--- src/rtl/flag_pkg.sv ---
// Shared definitions for the {N,V,Z} flag producer: opcode classes,
// flag bit positions and the flag vector width.
package flag_pkg;

  // Width of the packed {N,V,Z} flag vector.
  localparam int FLAG_W = 3;

  // Bit positions inside the packed flag vector.
  localparam int N_IDX = 2;
  localparam int V_IDX = 1;
  localparam int Z_IDX = 0;

  // Flag-writing class of the instruction in EX. Code 3 is reserved and
  // behaves exactly like NONE.
  typedef enum logic [1:0] {
    FLAG_OP_NONE   = 2'd0,
    FLAG_OP_ALL    = 2'd1,
    FLAG_OP_Z_ONLY = 2'd2,
    FLAG_OP_RSVD   = 2'd3
  } flag_op_e;

  // True for the opcode classes that write at least one flag bit.
  function automatic logic flag_op_writes(input flag_op_e op);
    return (op == FLAG_OP_ALL) || (op == FLAG_OP_Z_ONLY);
  endfunction

endpackage

--- src/rtl/flag_calc.sv ---
// Combinational next-flag calculation. Produces the merged {N,V,Z} value
// that the flag register would take if the EX instruction writes flags:
// ALL replaces every bit, Z_ONLY replaces Z only, NONE/reserved keeps the
// current value.
module flag_calc
  import flag_pkg::*;
#(
  parameter int DATA_W = 16
) (
  input  logic [DATA_W-1:0] i_result,
  input  logic              i_ovfl,
  input  flag_op_e          i_op,
  input  logic [FLAG_W-1:0] i_cur,
  output logic [FLAG_W-1:0] o_next
);

  logic [FLAG_W-1:0] w_raw;

  // Raw flags derived from the ALU result, before merging with i_cur.
  always_comb begin
    w_raw        = '0;
    w_raw[Z_IDX] = (i_result == '0);
    w_raw[N_IDX] = i_result[DATA_W-1];
    w_raw[V_IDX] = i_ovfl;
  end

  // Merge raw flags into the current value according to the opcode class.
  always_comb begin
    o_next = i_cur;
    case (i_op)
      FLAG_OP_ALL:    o_next = w_raw;
      FLAG_OP_Z_ONLY: o_next[Z_IDX] = w_raw[Z_IDX];
      default:        o_next = i_cur;
    endcase
  end

endmodule

--- src/rtl/flag_unit.sv ---
// Flag register, in-flight flag-writer counter and branch forwarding mux.
// Sits at the EX/MEM boundary; outputs feed the branch condition logic in ID.
//
// Optional feature macro: FLAG_FWD_EN
//   defined   : flag_fwd carries the merged next flags in the cycle the EX
//               instruction fires, and that instruction is not counted as
//               pending.
//   undefined : flag_fwd is the registered value and the firing writer still
//               counts as pending (branches wait one extra cycle).
//
// Handshake: there is no valid/ready pair here. ex_valid qualifies the EX
// instruction, stall freezes every piece of state (no update, no bypass),
// and flush clears the pending count while still letting the EX instruction
// of that cycle write the flags.
module flag_unit
  import flag_pkg::*;
#(
  parameter int DATA_W       = 16,
  parameter int MAX_INFLIGHT = 3,
  localparam int CNT_W       = $clog2(MAX_INFLIGHT + 1)
) (
  input  logic              clk,
  input  logic              rst,
  input  logic              ex_valid,
  input  logic [1:0]        ex_flag_op,
  input  logic [DATA_W-1:0] ex_result,
  input  logic              ex_ovfl,
  input  logic              id_issue_flagop,
  input  logic              stall,
  input  logic              flush,
  output logic [FLAG_W-1:0] flag_reg,
  output logic [FLAG_W-1:0] flag_fwd,
  output logic              flags_pending,
  output logic [CNT_W-1:0]  inflight_cnt
);

  localparam logic [CNT_W-1:0] CNT_MAX  = CNT_W'(MAX_INFLIGHT);
  localparam logic [CNT_W-1:0] CNT_ZERO = '0;
  localparam logic [CNT_W-1:0] CNT_ONE  = CNT_W'(1);

  logic [FLAG_W-1:0] r_flags;
  logic [CNT_W-1:0]  r_cnt;

  flag_op_e          w_op;
  logic              w_ex_fire;
  logic              w_inc;
  logic              w_dec;
  logic [FLAG_W-1:0] w_next_flags;
  logic [CNT_W-1:0]  w_cnt_next;
  logic [CNT_W-1:0]  w_dec_ext;

  assign w_op      = flag_op_e'(ex_flag_op);
  assign w_ex_fire = ex_valid & ~stall & flag_op_writes(w_op);
  assign w_inc     = id_issue_flagop & ~stall & ~flush;
  assign w_dec     = w_ex_fire;
  assign w_dec_ext = {{(CNT_W-1){1'b0}}, w_dec};

  flag_calc #(
    .DATA_W (DATA_W)
  ) u_flag_calc (
    .i_result (ex_result),
    .i_ovfl   (ex_ovfl),
    .i_op     (w_op),
    .i_cur    (r_flags),
    .o_next   (w_next_flags)
  );

  // Flag register: loads the merged value only when an EX writer fires.
  always_ff @(posedge clk) begin
    if (rst) begin
      r_flags <= '0;
    end else if (w_ex_fire) begin
      r_flags <= w_next_flags;
    end
  end

  // Next pending count: flush clears, otherwise saturating +1/-1 with a
  // simultaneous issue and retire cancelling out.
  always_comb begin
    w_cnt_next = r_cnt;
    if (flush) begin
      w_cnt_next = CNT_ZERO;
    end else begin
      case ({w_inc, w_dec})
        2'b10: w_cnt_next = (r_cnt == CNT_MAX)  ? r_cnt : r_cnt + CNT_ONE;
        2'b01: w_cnt_next = (r_cnt == CNT_ZERO) ? r_cnt : r_cnt - CNT_ONE;
        default: w_cnt_next = r_cnt;
      endcase
    end
  end

  // Pending counter register.
  always_ff @(posedge clk) begin
    if (rst) begin
      r_cnt <= '0;
    end else begin
      r_cnt <= w_cnt_next;
    end
  end

`ifdef FLAG_FWD_EN
  // Bypass the merged flags in the firing cycle; the firing writer is
  // already visible, so only older writers count as pending. The compare
  // form also keeps the clamped underflow case (count 0, retire) at 0.
  always_comb begin
    flag_fwd      = w_ex_fire ? w_next_flags : r_flags;
    flags_pending = (r_cnt > w_dec_ext);
  end
`else
  // No bypass: branches see only the registered flags, so the writer that
  // is firing right now is still pending until its result lands.
  always_comb begin
    flag_fwd      = r_flags;
    flags_pending = (r_cnt != CNT_ZERO) | (w_dec_ext != CNT_ZERO & 1'b0);
  end
`endif

  assign flag_reg     = r_flags;
  assign inflight_cnt = r_cnt;

`ifndef SYNTHESIS
  // Simulation-only boundary monitors for the pending counter.
  always @(posedge clk) begin
    if (!rst) begin
      assert (!(w_inc && !w_dec && r_cnt == CNT_MAX))
        else $warning("flag_unit: in-flight flag writers exceed MAX_INFLIGHT, count saturated");
      assert (!(w_dec && !w_inc && !flush && r_cnt == CNT_ZERO))
        else $warning("flag_unit: flag writer retired with no pending count, count clamped at 0");
    end
  end
`endif

endmodule

--- config.mk ---
export PLATFORM = sky130hd
export DESIGN_NAME = flag_unit
export DESIGN_NICKNAME = d
export VERILOG_FILES = /design/src/rtl/flag_pkg.sv /design/src/rtl/flag_calc.sv /design/src/rtl/flag_unit.sv
export SDC_FILE = /design/constraint.sdc
export NUM_CORES = 1
export LEC_CHECK = 0
export CAP_MARGIN = 20
export CORE_AREA = 2 2 39 41
export DETAILED_ROUTE_END_ITERATION = 16
export DIE_AREA = 0 0 41 43
export HOLD_SLACK_MARGIN = 0.05
export PLACE_DENSITY = 0.82
export SLEW_MARGIN = 20
export SYNTH_ARGS = -nofsm -noshare
export SYNTH_HDL_FRONTEND = slang
export SYNTH_SLANG_ARGS = --single-unit
export TNS_END_PERCENT = 30
--- constraint.sdc ---
create_clock -name clk -period 3.6 [get_ports clk]
set_clock_uncertainty 0.2 [all_clocks]
set_input_delay 0.36 -clock clk [delete_from_list [all_inputs] [get_ports clk]]
set_output_delay 0.36 -clock clk [all_outputs]
set_load 0.02 [all_outputs]
Yosys cells after proc, flatten, opt, wreduce, memory -nomap -nowiden
Index checks and enable logic that the tools add are counted.
{"block": "totals", "ff_bits": 5, "out_inout_bits": 9, "in_bits": 25}
{"block": "op_classes", "n_bitwise": 6, "mux": 3, "add_sub_neg": 2, "eq_ne": 7, "reduce_logical": 10}
{"op": "logical NOT 16 bit", "count": 1}
{"op": "equality test 2 bit (second input constant)", "count": 3}
{"op": "AND 1 bit", "count": 4}
{"op": "equality test 2 x 1 -> 1 bit (second input constant)", "count": 2}
{"op": "2-to-1 mux 2 bit", "count": 2}
{"op": "inequality test 2 bit (second input constant)", "count": 2}
{"op": "case mux 2 bit (2 select lines)", "count": 1}
{"op": "AND reduction 2 bit", "count": 2}
{"op": "nonzero test 2 bit", "count": 2}
{"op": "OR reduction 2 bit", "count": 2}
{"op": "AND reduction 3 bit", "count": 1}
{"op": "adder 2 x 1 -> 2 bit (second input constant)", "count": 1}
{"op": "logical NOT 2 bit", "count": 1}
{"op": "NOT 1 bit", "count": 2}
{"op": "subtractor 2 x 1 -> 2 bit (second input constant)", "count": 1}
{"op": "logical OR 1 bit", "count": 1}

Depth between registers and ports, before layout
Gate-level depths: netlist (run 1).
{"block": "logic_depth", "word_depth": 6, "ltp_mapped": 8}

Cells and area by module
From an unflattened synthesis (run 1), not the netlist that was laid out.
{"block": "hier_totals", "hier_cells": 49, "hier_area_um2": 420.4}
{"module": "flag_unit", "n_inst": 1, "cells_per_inst": 38, "area_each_um2": 332.8}
{"module": "flag_calc", "n_inst": 1, "cells_per_inst": 11, "area_each_um2": 87.6}

Worst setup path before layout (run 1)
OpenSTA, ideal clock, no wires.
{"block": "synth_timing", "path_type": "input port to flip-flop", "startpoint": "input port ex_flag_op[1]", "endpoint": "register r_cnt[1], in the netlist inflight_cnt[1]", "required_ns": 3.282, "n_path_buf": 0, "t_arrival_ns": 1.661, "cell_stages": 8, "setup_slack_ns": 1.620, "cell_sequence": "inv_1 -> ha_1 -> or3b_4 -> inv_1 -> ha_1 -> nand2b_1 -> a21oi_1 -> nor3_1"}
{"block": "synth_between", "elab_chain_len": 6}
{"item": "start: declaration", "line_no": "flag_unit.sv:25", "rtl": "input logic [1:0] ex_flag_op,"}
{"item": "equality test 2 x 1 -> 1 bit or equality test 2 bit (tied branches)", "line_no": "flag_pkg.sv:24", "rtl": "return (op == FLAG_OP_ALL) || (op == FLAG_OP_Z_ONLY);"}
{"item": "logical OR 1 bit *", "line_no": "flag_pkg.sv:24"}
{"item": "AND 1 bit *", "line_no": "flag_unit.sv:53", "rtl": "assign w_ex_fire = ex_valid & ~stall & flag_op_writes(w_op);"}
{"item": "equality test 2 x 1 -> 1 bit or equality test 2 bit (tied branches)", "line_no": "flag_unit.sv:84", "rtl": "case ({w_inc, w_dec})"}
{"item": "inequality test 2 bit (no source line) or nonzero test 2 bit (tied branches)"}
{"item": "AND reduction 3 bit (no source line)"}
{"item": "end signal: assignment", "line_no": "flag_unit.sv:97", "rtl": "r_cnt <= w_cnt_next;"}
{"item": "end: declaration", "line_no": "flag_unit.sv:42", "rtl": "logic [CNT_W-1:0] r_cnt;"}
Mark *: on every way between the ends. The rest lies on a longest branch, timed or not.
A chain may end at the register's enable or synchronous reset.

Worst setup path after layout (run 1)
Same ends and word-level chain as after synthesis.

==> summary.md, run 1 <==
| Metric | Value |
|---|---|
| Slew Viols, Final | 0 |
| Cell taking the most area after synthesis | dfxtp_1 |
| Endpoints failing hold | 0 |
| Vias per cell | 4.74 |
| First-pass GRT wire length | 1650 µm |
| Die span in y | 43 µm |
| TNS Setup | 0 ns |
| Share of cells above drive strength 1 | 9.21% |
| Yosys cell types | 22 |
| Wirelength, routed | 957 µm |
| Peak VDD IR | 0.177 mV |
| GPL Wtd Cong | 0.661 |
| Worst skew pair latency | 0.24 ns |
| Async S/R FF share, synth | 0% |
| RSZ-0062 raised after global routing | false |
| Initial core utilization | 25.7% |
| Register area share after synthesis | 28.2% |
| Clock Pin Slew Worst Setup and Hold Paths | 0.04 ns |
| Startpoint Class | input pin |
| Mapped Avg Cell Area | 8.46 µm² |
| CTS Hold Buffers Added | 0 |
| Setup Buffers After CTS | 0 |
| Root Driver | clkbuf_4 |
| Clock Path Buffers | 2 |
| Port-buffer cells | 33 |
| # H-tree levels | 1 |
| Average routed wire per standard cell | 10.4 µm |
| Status | finished clean |
| Mapped Cells | 42 |
| CTS tree | built |
| Actual slew at the worst max-slew pin | 0.277 ns |
| Top Ports | 34 |
| Synthesis Warnings | 0 |
| Post-route cell area | 709 µm² |
| Max-slew headroom | 81.4% |
| Nets | 105 |
| Die width | 41 µm |
| Crit end category | register |
| Pin count of the biggest net entering global routing | 8 |
| Fill count | 145 |
| Inserted Diodes | 0 |
| Leak | 0.286 nW |
| Min cycle time layout | 2.28 ns |
| Fin crit share | 63.3% |
| # setup viols final | 0 |
| P per Cell Area | 236 mW/mm² |
| Detailed Place HPWL | 825 µm |
| Site row count | 14 |
| Number of buffers created by CTS | 3 |
| Detailed Routing Iterations Pass 1 | 4 |
| DRC Markers | 0 |
| Post-synth top area share | 28.2% |
| Initial drt markers | 5 |
| Synth Cell Area | 355 µm² |
| Initial antenna violation count | 0 |
| GRT Residual Overflow | 0 |
| Die area | 0.00176 mm² |
| Core outline area | 0.00138 mm² |
| Power Total | 0.000167 W |
| Maximum clock rate | 439 MHz |
| GRT Util Overall | 14.1% |
| Synth Register Bits | 5 |
| CP required | 3.53 ns |
| Top post-synthesis cells by area | dfxtp_1 (28%), ha_1 (11%), buf_4 (6.3%) |
| TritonCTS Sinks | 5 |
| Worst Path Arrival | 2.20 ns |
| Antenna Violating Nets Remaining | 0 |
| Synth-to-Final Area Change | 99.6% |
| Prevailing post-synth register cell | dfxtp_1 |
| Max-cap violations | 0 |
| Maximum fanout along the worst path | 4 |
| Post-synth EDFFs | 0 |
| Resized Gates After CTS | 0 |
| Placed inst area | 683 µm² |
| Synth Net Count | 70 |
| HP Class | reg2reg |
| Critical path class | in2reg |
| Vias in the first global route | 421 |
| Commonest cells in the netlist | dfxtp_1 (5), nor2_1 (5), inv_1 (4) |
| DR vias | 436 |
| Worst hold slack | 0.320 ns |
flip-flops by register name, summed over array words and instances, names as in the netlist:
register      cells
flag_fwd          3
inflight_cnt      2
cell usage in the layout (no fill, tap or decap), types with 2 or more instances in the layout:
master / synthesis / layout
clkbuf_4: 0 / 3
inv_1: 4 / 4
nor4_1: 3 / 3
nor2_1: 5 / 5
ha_1: 3 / 3
mux2i_1: 2 / 2
nand3b_1: 2 / 2
dfxtp_1: 5 / 5
a21oi_1: 2 / 2
clkdlybuf4s50_1: 0 / 33
worst paths after layout:
check | from | to | slack [ns] | depth (start not counted)
max reg2reg | inflight_cnt[1]$_SDFFE_PP0P_ | inflight_cnt[1]$_SDFFE_PP0P_ | 2.58 | 2
min reg2reg | flag_fwd[0]$_SDFFE_PP0P_ | flag_fwd[0]$_SDFFE_PP0P_ | 0.32 | 2
min | flag_fwd[0]$_SDFFE_PP0P_ | flag_fwd[0]$_SDFFE_PP0P_ | 0.32 | 2
max | ex_flag_op[1] | inflight_cnt[1]$_SDFFE_PP0P_ | 1.32 | 9
layer usage:
layer  track usage (%)  part of all wire, %  up-vias
met3              4.19                   11        0
met1              13.8                   38      193
met5                 0                    0        -
met2              23.4                   51       24
li1                  -                    -      219
met4              10.0                    0        0
worst max-delay path: stages:
cell,delay (ns)
clkdlybuf4s50_1,0.45
inv_1,0.04
ha_1,0.27
or3b_4,0.39
inv_1,0.07
ha_1,0.26
nand2b_1,0.15
a21oi_1,0.14
nor3_1,0.07
cell type report:
type                       instances  area (µm²)  share of cell area (%)
multi-input combinational         30         218                    30.7
inverter                           4        15.0                    2.12
tap                               16        20.0                    2.82
clock buffer                       4        26.3                    3.70
sequential                         5         100                    14.1
timing repair buffer              33         330                    46.6
metrics by stage:
step / utilization, % / cells / setup WS (ns)
floorplan: - / 42 / 1.62
global placement: 49.4 / 88 / 1.11
detailed placement: 49.4 / 88 / 1.07
CTS: 51.3 / 92 / 1.32
global route: 51.3 / 92 / 1.23
finish: 51.3 / 92 / 1.32
report_power, final:
| part | total, W | internal, W | leakage, nW | switching (W) |
|---|---|---|---|---|
| clock network | 0.0000646 | 0.0000419 | 0.0150 | 0.0000227 |
| logic | 0.0000452 | 0.0000323 | 0.231 | 0.0000129 |
| registers | 0.0000574 | 0.0000565 | 0.0404 | 0.000000923 |
| total | 0.000167 | 0.000131 | 0.286 | 0.0000365 |
cell families (layout without fill, tap and decap cells):
| kind of cell | after synthesis | after routing | share of synthesized area [%] |
|---|---|---|---|
| flops | 5 | 5 | 28.2 |
| simple gates | 20 | 20 | 36.6 |
| mux | 2 | 2 | 5.63 |
| fa+ha+maj | 3 | 3 | 10.6 |
| compound gates | 5 | 5 | 8.45 |
| buf+inv | 7 | 41 | 10.6 |
No activity file was read; power rests on OpenSTA's default activity.
==> run 2, diff against run 1 <==
==> constraint.sdc (replaced) <==
create_clock -name clk -period 2.2 [get_ports clk]
set_clock_uncertainty 0.2 [all_clocks]
set_input_delay 0.22 -clock clk [delete_from_list [all_inputs] [get_ports clk]]
set_output_delay 0.22 -clock clk [all_outputs]
set_load 0.02 [all_outputs]
==> run 2 against run 1 <==
Against the previous run:
- design area is 2.8% higher
- global-route usage is 1.6 points lower
- sequential share of layout area down 0.39 points
- cell count up 1.1%
- clock power up 61%
- largest power group unchanged
- count of clock-buffer cells in the layout unchanged
- first-iteration DRC count fell by 60%
==> summary.md, run 2 (synthesis results as in run 1) <==
| Metric | Value |
|---|---|
| Worst hold slack | 0.298 ns (was 0.320 ns) |
| Max-cap violations | 0 (unchanged) |
| GRT Util Overall | 12.6% (was 14.1%) |
| Die span in y | 43 µm (unchanged) |
| Die width | 41 µm (unchanged) |
| Detailed Routing Iterations Pass 1 | 2 (was 4) |
| TritonCTS Sinks | 5 (unchanged) |
| Crit path launch | ex_flag_op[1] (unchanged) |
| RSZ-0062 raised after global routing | false (unchanged) |
| Fill count | 132 (was 145) |
| First-pass GRT wire length | 1500 µm (was 1650 µm) |
| Root Driver | clkbuf_4 (unchanged) |
| Endpoints failing hold | 0 (unchanged) |
| Nets | 106 (was 105) |
| Wirelength, routed | 925 µm (was 957 µm) |
| CP required | 2.12 ns (was 3.53 ns) |
| Die area | 0.00176 mm² (unchanged) |
| Inserted Diodes | 0 (unchanged) |
| Fin cells | 93 (was 92) |
| Area occupied by multi-input gates | 230 µm² (was 218 µm²) |
| Maximum fanout along the worst path | 4 (unchanged) |
| Crit end category | register (unchanged) |
| Clock Pin Slew Worst Setup and Hold Paths | 0.04 ns (about the same) |
| Min cycle time layout | 2.09 ns |
| Crit path buffers/inverters | 3 (unchanged) |
| R2R Path Start | inflight_cnt[1]$_SDFFE_PP0P_ (unchanged) |
| Number of buffers created by CTS | 3 (unchanged) |
| Pin count of the biggest net entering global routing | 8 (unchanged) |
| CTS tree | built (unchanged) |
| Critical path class | in2reg (unchanged) |
| Core outline area | 0.00138 mm² (unchanged) |
| Status | finished clean (unchanged) |
| P per Cell Area | 378 mW/mm² (was 236 mW/mm²) |
| # setup viols final | 0 (unchanged) |
| Slew Viols, Final | 0 (unchanged) |
| Reg2reg path depth | 2 (unchanged) |
| Leak | 0.288 nW (was 0.286 nW) |
| Clock Path Buffers | 2 (unchanged) |
| Power Total | 0.000276 W (was 0.000167 W) |
| Startpoint Class | input pin (unchanged) |
| Synth-to-Final Area Change | 105% (was 99.6%) |
| HP Class | reg2reg (unchanged) |
| Top Ports | 34 (unchanged) |
| Fin crit share | 95.0% |
| Hold Path Origin | flag_fwd[0]$_SDFFE_PP0P_ (unchanged) |
| Hold depth | 2 (unchanged) |
| Site row count | 14 (unchanged) |
| Max stage delay cell, worst path | clkdlybuf4s50_1 (unchanged) |
| Initial drt markers | 2 (was 5) |
| Actual slew at the worst max-slew pin | 0.248 ns (was 0.277 ns) |
| Share of cells above drive strength 1 | 13.0% (was 9.21%) |
| Maximum clock rate | 478 MHz |
| Max-slew headroom | 83.3% (was 81.4%) |
| DR vias | 432 (was 436) |
| Cells along the critical path | clkdlybuf4s50_1, inv_1, ha_1, or3b_4, inv_2, ha_4, nor2_1, and4b_1, nor3_1 (was clkdlybuf4s50_1, inv_1, ha_1, or3b_4, inv_1, ha_1, nand2b_1, a21oi_1, nor3_1) |
| Antenna Violating Nets Remaining | 0 (unchanged) |
| Worst hold endpoint | flag_fwd[0]$_SDFFE_PP0P_ (unchanged) |
| # H-tree levels | 1 (unchanged) |
| Register area | 100 µm² (unchanged) |
| # placed instances | 89 (was 88) |
| Vias per cell | 4.65 (was 4.74) |
| Worst R2R End | inflight_cnt[1]$_SDFFE_PP0P_ (unchanged) |
| Max incr delay on CP | 0.45 ns (about the same) |
| Commonest cells after routing, fill and taps aside | clkdlybuf4s50_1 (33), nor2_1 (5), dfxtp_1 (5) (unchanged) |
| Initial core utilization | 25.7% (unchanged) |
| Port-buffer cells | 33 (unchanged) |
| DRC Markers | 0 (unchanged) |
| Vias in the first global route | 418 (was 421) |
| GRT Residual Overflow | 0 (unchanged) |
| Detailed Place HPWL | 804 µm (was 825 µm) |
| Max FFs per register | 3 (unchanged) |
| GPL Wtd Cong | 0.686 (was 0.661) |
| FF-to-FF setup slack | 1.18 ns (was 2.58 ns) |
| Average routed wire per standard cell | 9.95 µm (was 10.4 µm) |
| Worst Path Arrival | 2.01 ns (was 2.20 ns) |
| Peak VDD IR | 0.237 mV (was 0.177 mV) |
| Initial antenna violation count | 0 (unchanged) |
| Worst skew pair latency | 0.24 ns (about the same) |
| Most common cell after layout, fill and taps aside | clkdlybuf4s50_1 (unchanged) |
| Crit-path leading delay family | simple AND/OR/NAND/NOR gates (unchanged) |
run 2: cell count changes in the layout (fill, tap and decap cells not counted), sizes merged:
cell  delta
buf      +1
run 2: layout make-up:
class,count,area share (%)
Inverter,4,2.06
Clock buffer,4,3.60
Timing Repair Buffer,34,46.3
Sequential cell,5,13.7
Multi-Input combinational cell,30,31.6
Tap cell,16,2.74
run 2: how the worst max path moves through the flow:
| stage | end | slack [ns] | depth (start not counted) |
|---|---|---|---|
| floorplan | inflight_cnt[1]$_SDFFE_PP0P_ | 0.36 | 8 |
| global placement | inflight_cnt[1]$_SDFFE_PP0P_ | -0.14 | 9 |
| detailed placement | inflight_cnt[1]$_SDFFE_PP0P_ | -0.18 | 9 |
| CTS | inflight_cnt[1]$_SDFFE_PP0P_ | 0.08 | 9 |
| global route | inflight_cnt[1]$_SDFFE_PP0P_ | 0.003 | 9 |
| finish | inflight_cnt[1]$_SDFFE_PP0P_ | 0.11 | 9 |
run 2: metal layers:
layer	global-route usage, %	vias to the layer above	part of all wire (%)
li1	-	222	-
met1	12.9	186	38
met5	0	-	0
met4	6.00	0	0
met3	5.24	0	11
met2	20.6	24	51
run 2: repair_timing:
item	in CTS	in global routing
gates resized for setup	0	2
hold buffers	0	0
setup buffers	0	0
endpoints found under the setup margin	0	1
run 2: power by group:
part | internal, W | switching [W] | leakage (nW) | total (W)
combinational | 0.0000559 | 0.0000222 | 0.232 | 0.0000782
sequential | 0.0000924 | 0.00000154 | 0.0404 | 0.0000939
clock | 0.0000684 | 0.0000351 | 0.0150 | 0.000104
total | 0.000217 | 0.0000589 | 0.288 | 0.000276
run 2: worst reg2reg max path, stage by stage, from the launching register on:
cell and delay [ns]:
dfxtp_1 0.35, and4b_1 0.21, nor3_1 0.18
run 2: stage by stage:
stage	setup WS (ns)	util [%]	setup TNS, ns	cell area [µm²]
after CTS	0.0783	51.8	0	717
after global routing	0.00349	52.7	0	729
after detailed placement	-0.179	49.9	-0.431	691
final	0.110	52.7	0	729
after global placement	-0.140	49.9	-0.294	691
after floorplan	0.360	-	0	355
